--- src/rtl/paddle_control.sv ---
// Pong paddle stage: button synchronizers, periodic move strobe, and the
// left/right paddle bounding boxes clamped to the vertical playfield border.
module paddle_control #(
  parameter int TICK_DIV = 400000,
  parameter int STEP     = 2,
  parameter int PADDLE_H = 60,
  parameter int PADDLE_W = 10,
  parameter int LEFT_X   = 20,
  parameter int RIGHT_X  = 770,
  parameter int START_V  = 270
) (
  input  logic       CLK_100MHz,
  input  logic       Reset,
  input  logic       enable,
  input  logic       btnLUp,
  input  logic       btnLDn,
  input  logic       btnRUp,
  input  logic       btnRDn,
  input  logic [9:0] borderVmin,
  input  logic [9:0] borderVmax,
  output logic       move,
  output logic [9:0] LHmin,
  output logic [9:0] LHmax,
  output logic [9:0] LVmin,
  output logic [9:0] LVmax,
  output logic [9:0] RHmin,
  output logic [9:0] RHmax,
  output logic [9:0] RVmin,
  output logic [9:0] RVmax
);

  localparam int CNT_W = $clog2(TICK_DIV);
  localparam logic [CNT_W-1:0] CNT_LAST = CNT_W'(TICK_DIV - 1);

  typedef enum logic [1:0] {IDLE, UP, DOWN} dir_t;

  logic [3:0]       btn_meta;
  logic [3:0]       btn_sync;
  logic [CNT_W-1:0] tick_cnt;
  logic [9:0]       l_vmin;
  logic [9:0]       r_vmin;

  // Bit order: {LUp, LDn, RUp, RDn}
  always_ff @(posedge CLK_100MHz) begin
    if (Reset) begin
      btn_meta <= '0;
      btn_sync <= '0;
    end else begin
      btn_meta <= {btnLUp, btnLDn, btnRUp, btnRDn};
      btn_sync <= btn_meta;
    end
  end

  always_ff @(posedge CLK_100MHz) begin
    if (Reset) begin
      tick_cnt <= '0;
      move     <= 1'b0;
    end else if (enable) begin
      if (tick_cnt == CNT_LAST) begin
        tick_cnt <= '0;
        move     <= 1'b1;
      end else begin
        tick_cnt <= tick_cnt + CNT_W'(1);
        move     <= 1'b0;
      end
    end else begin
      move <= 1'b0;
    end
  end

  function automatic dir_t decode(input logic up, input logic dn);
    if (up && !dn)      decode = UP;
    else if (dn && !up) decode = DOWN;
    else                decode = IDLE;
  endfunction

  // Border checks use 11 bits so v+H+STEP can never wrap past 1023.
  function automatic logic [9:0] next_v(input dir_t dir, input logic [9:0] v,
                                        input logic [9:0] bmin, input logic [9:0] bmax);
    logic [10:0] v11;
    logic [10:0] lo11;
    logic [10:0] hi11;
    v11    = {1'b0, v};
    lo11   = {1'b0, bmin};
    hi11   = {1'b0, bmax};
    next_v = v;
    case (dir)
      UP:
        if (v11 >= lo11 + 11'(STEP)) next_v = v - 10'(STEP);
        else                         next_v = bmin;
      DOWN:
        if (v11 + 11'(PADDLE_H) + 11'(STEP) <= hi11) next_v = v + 10'(STEP);
        else                                         next_v = bmax - 10'(PADDLE_H);
      default: next_v = v;
    endcase
  endfunction

  always_ff @(posedge CLK_100MHz) begin
    if (Reset) begin
      l_vmin <= 10'(START_V);
      r_vmin <= 10'(START_V);
    end else if (move) begin
      l_vmin <= next_v(decode(btn_sync[3], btn_sync[2]), l_vmin, borderVmin, borderVmax);
      r_vmin <= next_v(decode(btn_sync[1], btn_sync[0]), r_vmin, borderVmin, borderVmax);
    end
  end

  assign LHmin = 10'(LEFT_X);
  assign LHmax = 10'(LEFT_X + PADDLE_W);
  assign RHmin = 10'(RIGHT_X);
  assign RHmax = 10'(RIGHT_X + PADDLE_W);
  assign LVmin = l_vmin;
  assign LVmax = l_vmin + 10'(PADDLE_H);
  assign RVmin = r_vmin;
  assign RVmax = r_vmin + 10'(PADDLE_H);

endmodule

--- config.mk ---
export PLATFORM = sky130hd
export DESIGN_NAME = paddle_control
export DESIGN_NICKNAME = d
export VERILOG_FILES = /design/src/rtl/paddle_control.sv
export SDC_FILE = /design/constraint.sdc
export NUM_CORES = 1
export LEC_CHECK = 0
export BUFFER_PORTS_ARGS = -buffer_cell sky130_fd_sc_hd__buf_2
export CORE_ASPECT_RATIO = 1.2
export CORE_MARGIN = 2
export CORE_UTILIZATION = 50
export DETAILED_ROUTE_END_ITERATION = 10
export PLACE_DENSITY = 0.78
export SYNTH_ARGS = -nofsm -noshare
export SYNTH_HDL_FRONTEND = slang
export SYNTH_SLANG_ARGS = --single-unit
--- constraint.sdc ---
create_clock -name CLK_100MHz -period 3.35 [get_ports CLK_100MHz]
set_input_delay 0.67 -clock CLK_100MHz [delete_from_list [all_inputs] [get_ports CLK_100MHz]]
set_output_delay 0.67 -clock CLK_100MHz [all_outputs]
set_load 0.01 [all_outputs]
Word-level counts from Yosys, hierarchy flattened
Cells that the tools add are included.

Reduce and logical (&&, ||, !) cells: 13. Multiply operators: 0. Bitwise logic cells: 1. Shifts and indexed selects: 0. Add/subtract/negate cells: 13. Order comparisons: 4. Equal/unequal tests: 5. Div/mod/pow operators: 0. Multiplexer cells: 16.

Operator list (number): 2-to-1 mux 10 bit (4); one-hot mux 10 bit (2 select lines) (2); adder 10 x 6 -> 11 bit, second input constant (2); adder 11 x 2 -> 11 bit, second input constant (2); >= comparator 10 x 11 -> 1 bit (2); <= comparator 11 x 10 -> 1 bit (2); adder 10 x 2 -> 10 bit, second input constant (2); adder 10 x 6 -> 10 bit, second input constant (2); subtractor 10 x 2 -> 10 bit, second input constant (2); adder 19 x 1 -> 19 bit, second input constant (1); == test 19 bit, second input constant (1); 2-to-1 mux 19 bit (1); 2-to-1 mux 2 bit (8); adder 10 x 2 -> 11 bit, second input constant (1); subtractor 10 x 6 -> 10 bit, second input constant (1); == test 2 x 1 -> 1 bit, second input constant (2); == test 2 bit, second input constant (2); logical AND 1 bit (4); logical NOT 1 bit (4); AND reduction 2 bit (2); nonzero test 2 bit (2); OR reduction 2 bit (1); 2-to-1 mux 1 bit (1); inverter 1 bit (1).

Logic and storage cells: 58. Register bits after elaboration: 48. Memory bits (writable): 0. Memories kept: 0. Output and inout port bits: 81. Bits in read-only memories: 0. Input port bits: 27. Bits in latches: 0.

Depth between registers and ports, before layout
Depth in word-level cells: 9. Gate-level depth with buffers: 15. Depth with buffers taken out: 13.

Least setup slack after synthesis
No wires, ideal clock.

Kind: reg-to-reg. From: register l_vmin[2], in the netlist LVmin[2]. To: register l_vmin[8], in the netlist LVmin[8]. Stages on the path, launching flop included: 13. Slack: 0.076 ns. Period minus slack after synthesis: 3.274 ns. Arrival time: 3.189 ns. Required time: 3.264 ns. Path buffers: 0. Setup time: 0.086 ns. Cell sequence: dfxtp_1 > inv_1 > ha_1 > or4b_4 > nand2_1 > xnor2_1 > ha_1 > a2111oi_0 > o21ai_1 > o211a_1 > nor2_4 > mux2_2 > a211oi_1.

Word-level cells in the longest chain between the ends: 5. Elaborated cells on any way between the ends: 9. Classes of those cells: add/sub (4); order compare (2); mux (3).

Ends and longest elaborated chain: from (decl) (line 40) `logic [9:0] l_vmin;`; from (signal assigned) (line 100) `l_vmin <= 10'(START_V);`; from (signal assigned) (line 103) `l_vmin <= next_v(decode(btn_sync[3], btn_sync[2]), l_vmin, borderVmin, borderVmax);`; adder 10 x 6 -> 11 bit (line 92) `if (v11 + 11'(PADDLE_H) + 11'(STEP) <= hi11) next_v = v + 10'(STEP);`; adder 11 x 2 -> 11 bit (line 92); <= comparator 11 x 10 -> 1 bit (line 92); 2-to-1 mux 10 bit (line 92); one-hot mux 10 bit (2 select lines) (*) (line 87) `case (dir)`.

Mark *: on every way between the ends. The rest lies on a longest branch, timed or not. A chain may end at the register's enable or synchronous reset.

Final worst setup path
From: register l_vmin[2], in the netlist LVmin[2]. To: register l_vmin[5], in the netlist LVmin[5].

Same word-level chain as after synthesis.

==> flow_summary.yaml <==
drt:
  first_pass_iters: 7
  via_per_inst: 5.79
  drc: 0
  wl_per_cell_um: 17.3
  drtIter0Drc: 280
  drt_wl_total_mm: 14.3
  num_vias: 4786
  postRouteAntennaNets: 0
critical_path:
  required_ns: 3.55
  start_kind: "register"
  path_max_fanout: 5
  path_cells: "inv_2, ha_2, or4b_4, nand2_1, xnor2_1, ha_1, a2111oi_2, o21ai_1, o211a_1, nor2_4, mux2_2, a211oi_1"
  crit_buf_inv: 1
  timing.rr.start: "LVmin[2]$_SDFFE_PP1P_"
  reg2regPathDepth: 12
  endpoint_kind: "register"
  crit_family: "compound AO/OA/AOI/OAI gates"
  path_depth: 12
  path_class: "reg2reg"
  worstPathArrival_ns: 3.43
  cp_slowest_cell: "or4b_4"
  slowest_delay_ns: 0.49
  r2r_slack_ns: 0.13
  r2r_end: "LVmin[5]$_SDFFE_PP0P_"
floorplan:
  dieArea_um2: 11000
  boundaryPins: 108
  rows: 40
  start_util: 0.510
  die_w_um: 96
  dieHeight_um: 114
  core_area_um2: 9960
placed_design:
  io_buffers: 67
  gp_congestion: 0.925
  hpwl_mm: 11.5
  place_ws_ns: -0.0285
final_layout:
  drive_gt1_frac: 0.205
  diodes: 0
  utilization: 0.570
  regArea_um2: 961
  multiInputGateArea_um2: 3680
  area_delta_synth_final_pct: 11.8
  layout.nets: 782
  fillers: 920
sta:
  post-route-min-period_ns: 3.22
  finalSetupViolations: 0
  setup_tns_ns: 0
  fin_skew_ns: 0.00467
  finalMaxSlewViolations: 0
  worst_pin_slew_ns: 0.640
  max_clock_freq_ghz: 0.311
  setup_ws_ns: 0.130
  hold_ws_ns: 0.441
  hold_violations: 0
  slew_headroom: 0.572
  min_period_over_period: 0.961
clock_tree:
  clkSinkCount: 48
  insertion_delay_ns: 0.29
  htree_levels: 2
  cts_tree: "built"
  clockBufferDepth: 2
  hold_buffers: 0
  path_clk_slew_ns: 0.07
  cts_inserted_buffers: 5
  cts_root_buf: "clkbuf_16"
worst_hold_path:
  hold_start: "btn_meta[3]$_SDFF_PP0_"
  hold_class: "reg2reg"
  worstHoldPathCells: 1
  hold_path_end: "btn_sync[3]$_SDFF_PP0_"
global_route:
  grt_pass1_wl_mm: 22.2
  grt_max_degree: 27
  grt_antenna_before_repair: 0
  grt_pass1_vias: 4526
  track_usage: 0.258
  grt.overflow.total: 0
yosys:
  synth_area_um2: 5080
  async_flop_share: 0
  syn_area_per_cell_um2: 8.13
  synth-edff-count: 0
  yosysUniqueCellTypes: 68
  yosys_warnings: 0
  synth-seq-area-share: 0.189
  syn_inst: 625
  synth_flop_cell: "dfxtp_1"
  synth_seq_cells: 48
power_and_ir_drop:
  total_power_uw: 1430
  leakagePower_uw: 0.00259
  power_density_nw_per_um2: 251
  worst_ir_drop_vdd_uv: 185
job:
  maxCapViolCount: 0
status:
  status: "finished, final reports clean"
## repair_timing
| item | CTS | global route |
|---|---|---|
| setup endpoints to repair | 3 | 8 |
| gates cloned | 0 | 0 |
| buffers inserted | 0 | 3 |
| gates resized for setup | 1 | 5 |
| pin swaps | 1 | 2 |
## layer usage
layer,global-route usage,vias up,routed length [um]
met3,0.0283,60,816
met2,0.451,225,7060
met4,0.141,0,896
met5,0,-,0
met1,0.303,2225,5540
li1,-,2276,-
## sequential cells by signal, summed over array words and instances, names as in the netlist
signal,count
btn_sync,4
LVmin,10
move,1
tick_cnt,19
btn_meta,4
RVmin,10
## kinds of logic (layout without fill, tap and decap cells)
kind of cell    after synthesis  count (layout)  share of synthesized area
compound gates              101             101                      0.149
xor+xnor                     74              74                      0.128
fa+ha+maj                    55              55                      0.136
buf+inv                     101             139                      0.119
flops                        48              48                      0.189
mux                          20              20                     0.0424
other cells                   2              40                    0.00148
simple gates                224             224                      0.236
## layout by cell type (no fill, tap or decap), drive strengths merged, types with 6 or more instances in the layout
master / n
nor2: 54
nor3: 19
mux2i: 11
a211oi: 9
conb: 40
mux2: 9
inv: 29
and2: 6
nor4: 7
nand4: 16
buf: 102
nand2b: 7
o211ai: 9
ha: 55
and3: 15
nand3: 26
o21ai: 18
nand2: 44
xor2: 34
nor2b: 13
dfxtp: 48
xnor2: 40
a21oi: 21
## through the flow
step / instances / instance area (um2)
floorplan: 663 / 5220
global placement: 816 / 5460
detailed placement: 816 / 5460
CTS: 824 / 5630
global route: 827 / 5680
finish: 827 / 5680
## cell type report
cell class                 instances  share of cell area
multi-input combinational        514               0.648
sequential                        48               0.169
timing repair buffer             102               0.105
tap                              126              0.0278
clock buffer                       5              0.0220
inverter                          29              0.0192
clock inverter                     3             0.00838
## synth_stat cells (3+ instances only)
cell	count	area share
a21o_1	5	0.0074
a21oi_2	3	0.0052
buf_2	8	0.0079
mux2i_1	11	0.022
a2111oi_0	4	0.0069
nand4_1	15	0.018
nand2b_1	7	0.0086
nor2_1	52	0.038
or3_1	5	0.0062
o21a_1	3	0.0044
inv_1	29	0.021
and3_1	15	0.018
mux2_2	7	0.016
nor4_1	5	0.0062
nand3_1	25	0.025
o31ai_1	5	0.0074
nand2_1	44	0.033
o211a_1	5	0.0099
xor2_1	34	0.059
nor3_1	19	0.019
nor2b_1	13	0.016
o21ai_0	15	0.015
buf_6	4	0.0089
ha_1	55	0.14
a21oi_1	18	0.018
buf_4	45	0.067
dfxtp_1	48	0.19
a211oi_1	9	0.013
o2111ai_1	4	0.0069
and2_1	5	0.0062
o211ai_1	9	0.013
clkbuf_1	14	0.010
xnor2_1	40	0.069
## where the power goes
group | total [uW] | switching, uW | internal, uW
Combinational | 259 | 163 | 96.5
Sequential | 580 | 2.95 | 577
Clock | 586 | 231 | 355
Total | 1430 | 396 | 1030
## how the worst max path moves through the flow
stage / from / to / slack (ns)
global placement: borderVmin[6] / RVmin[4]$_SDFFE_PP0P_ / 0.09
global route: LVmin[2]$_SDFFE_PP1P_ / LVmin[4]$_SDFFE_PP0P_ / -0.02
CTS: LVmin[2]$_SDFFE_PP1P_ / LVmin[8]$_SDFFE_PP1P_ / 0.01
floorplan: LVmin[2]$_SDFFE_PP1P_ / LVmin[8]$_SDFFE_PP1P_ / 0.08
detailed placement: LVmin[2]$_SDFFE_PP1P_ / LVmin[8]$_SDFFE_PP1P_ / -0.03
finish: LVmin[2]$_SDFFE_PP1P_ / LVmin[5]$_SDFFE_PP0P_ / 0.13
## worst reg2reg max path: stages (launching register included)
cell and delay [ns]:
dfxtp_1 0.32, inv_2 0.09, ha_2 0.21, or4b_4 0.49, nand2_1 0.10, xnor2_1 0.12
ha_1 0.29, a2111oi_2 0.32, o21ai_1 0.14, o211a_1 0.28, nor2_4 0.20, mux2_2 0.36
a211oi_1 0.22
Note: power is estimated with default switching activity, not from simulation.
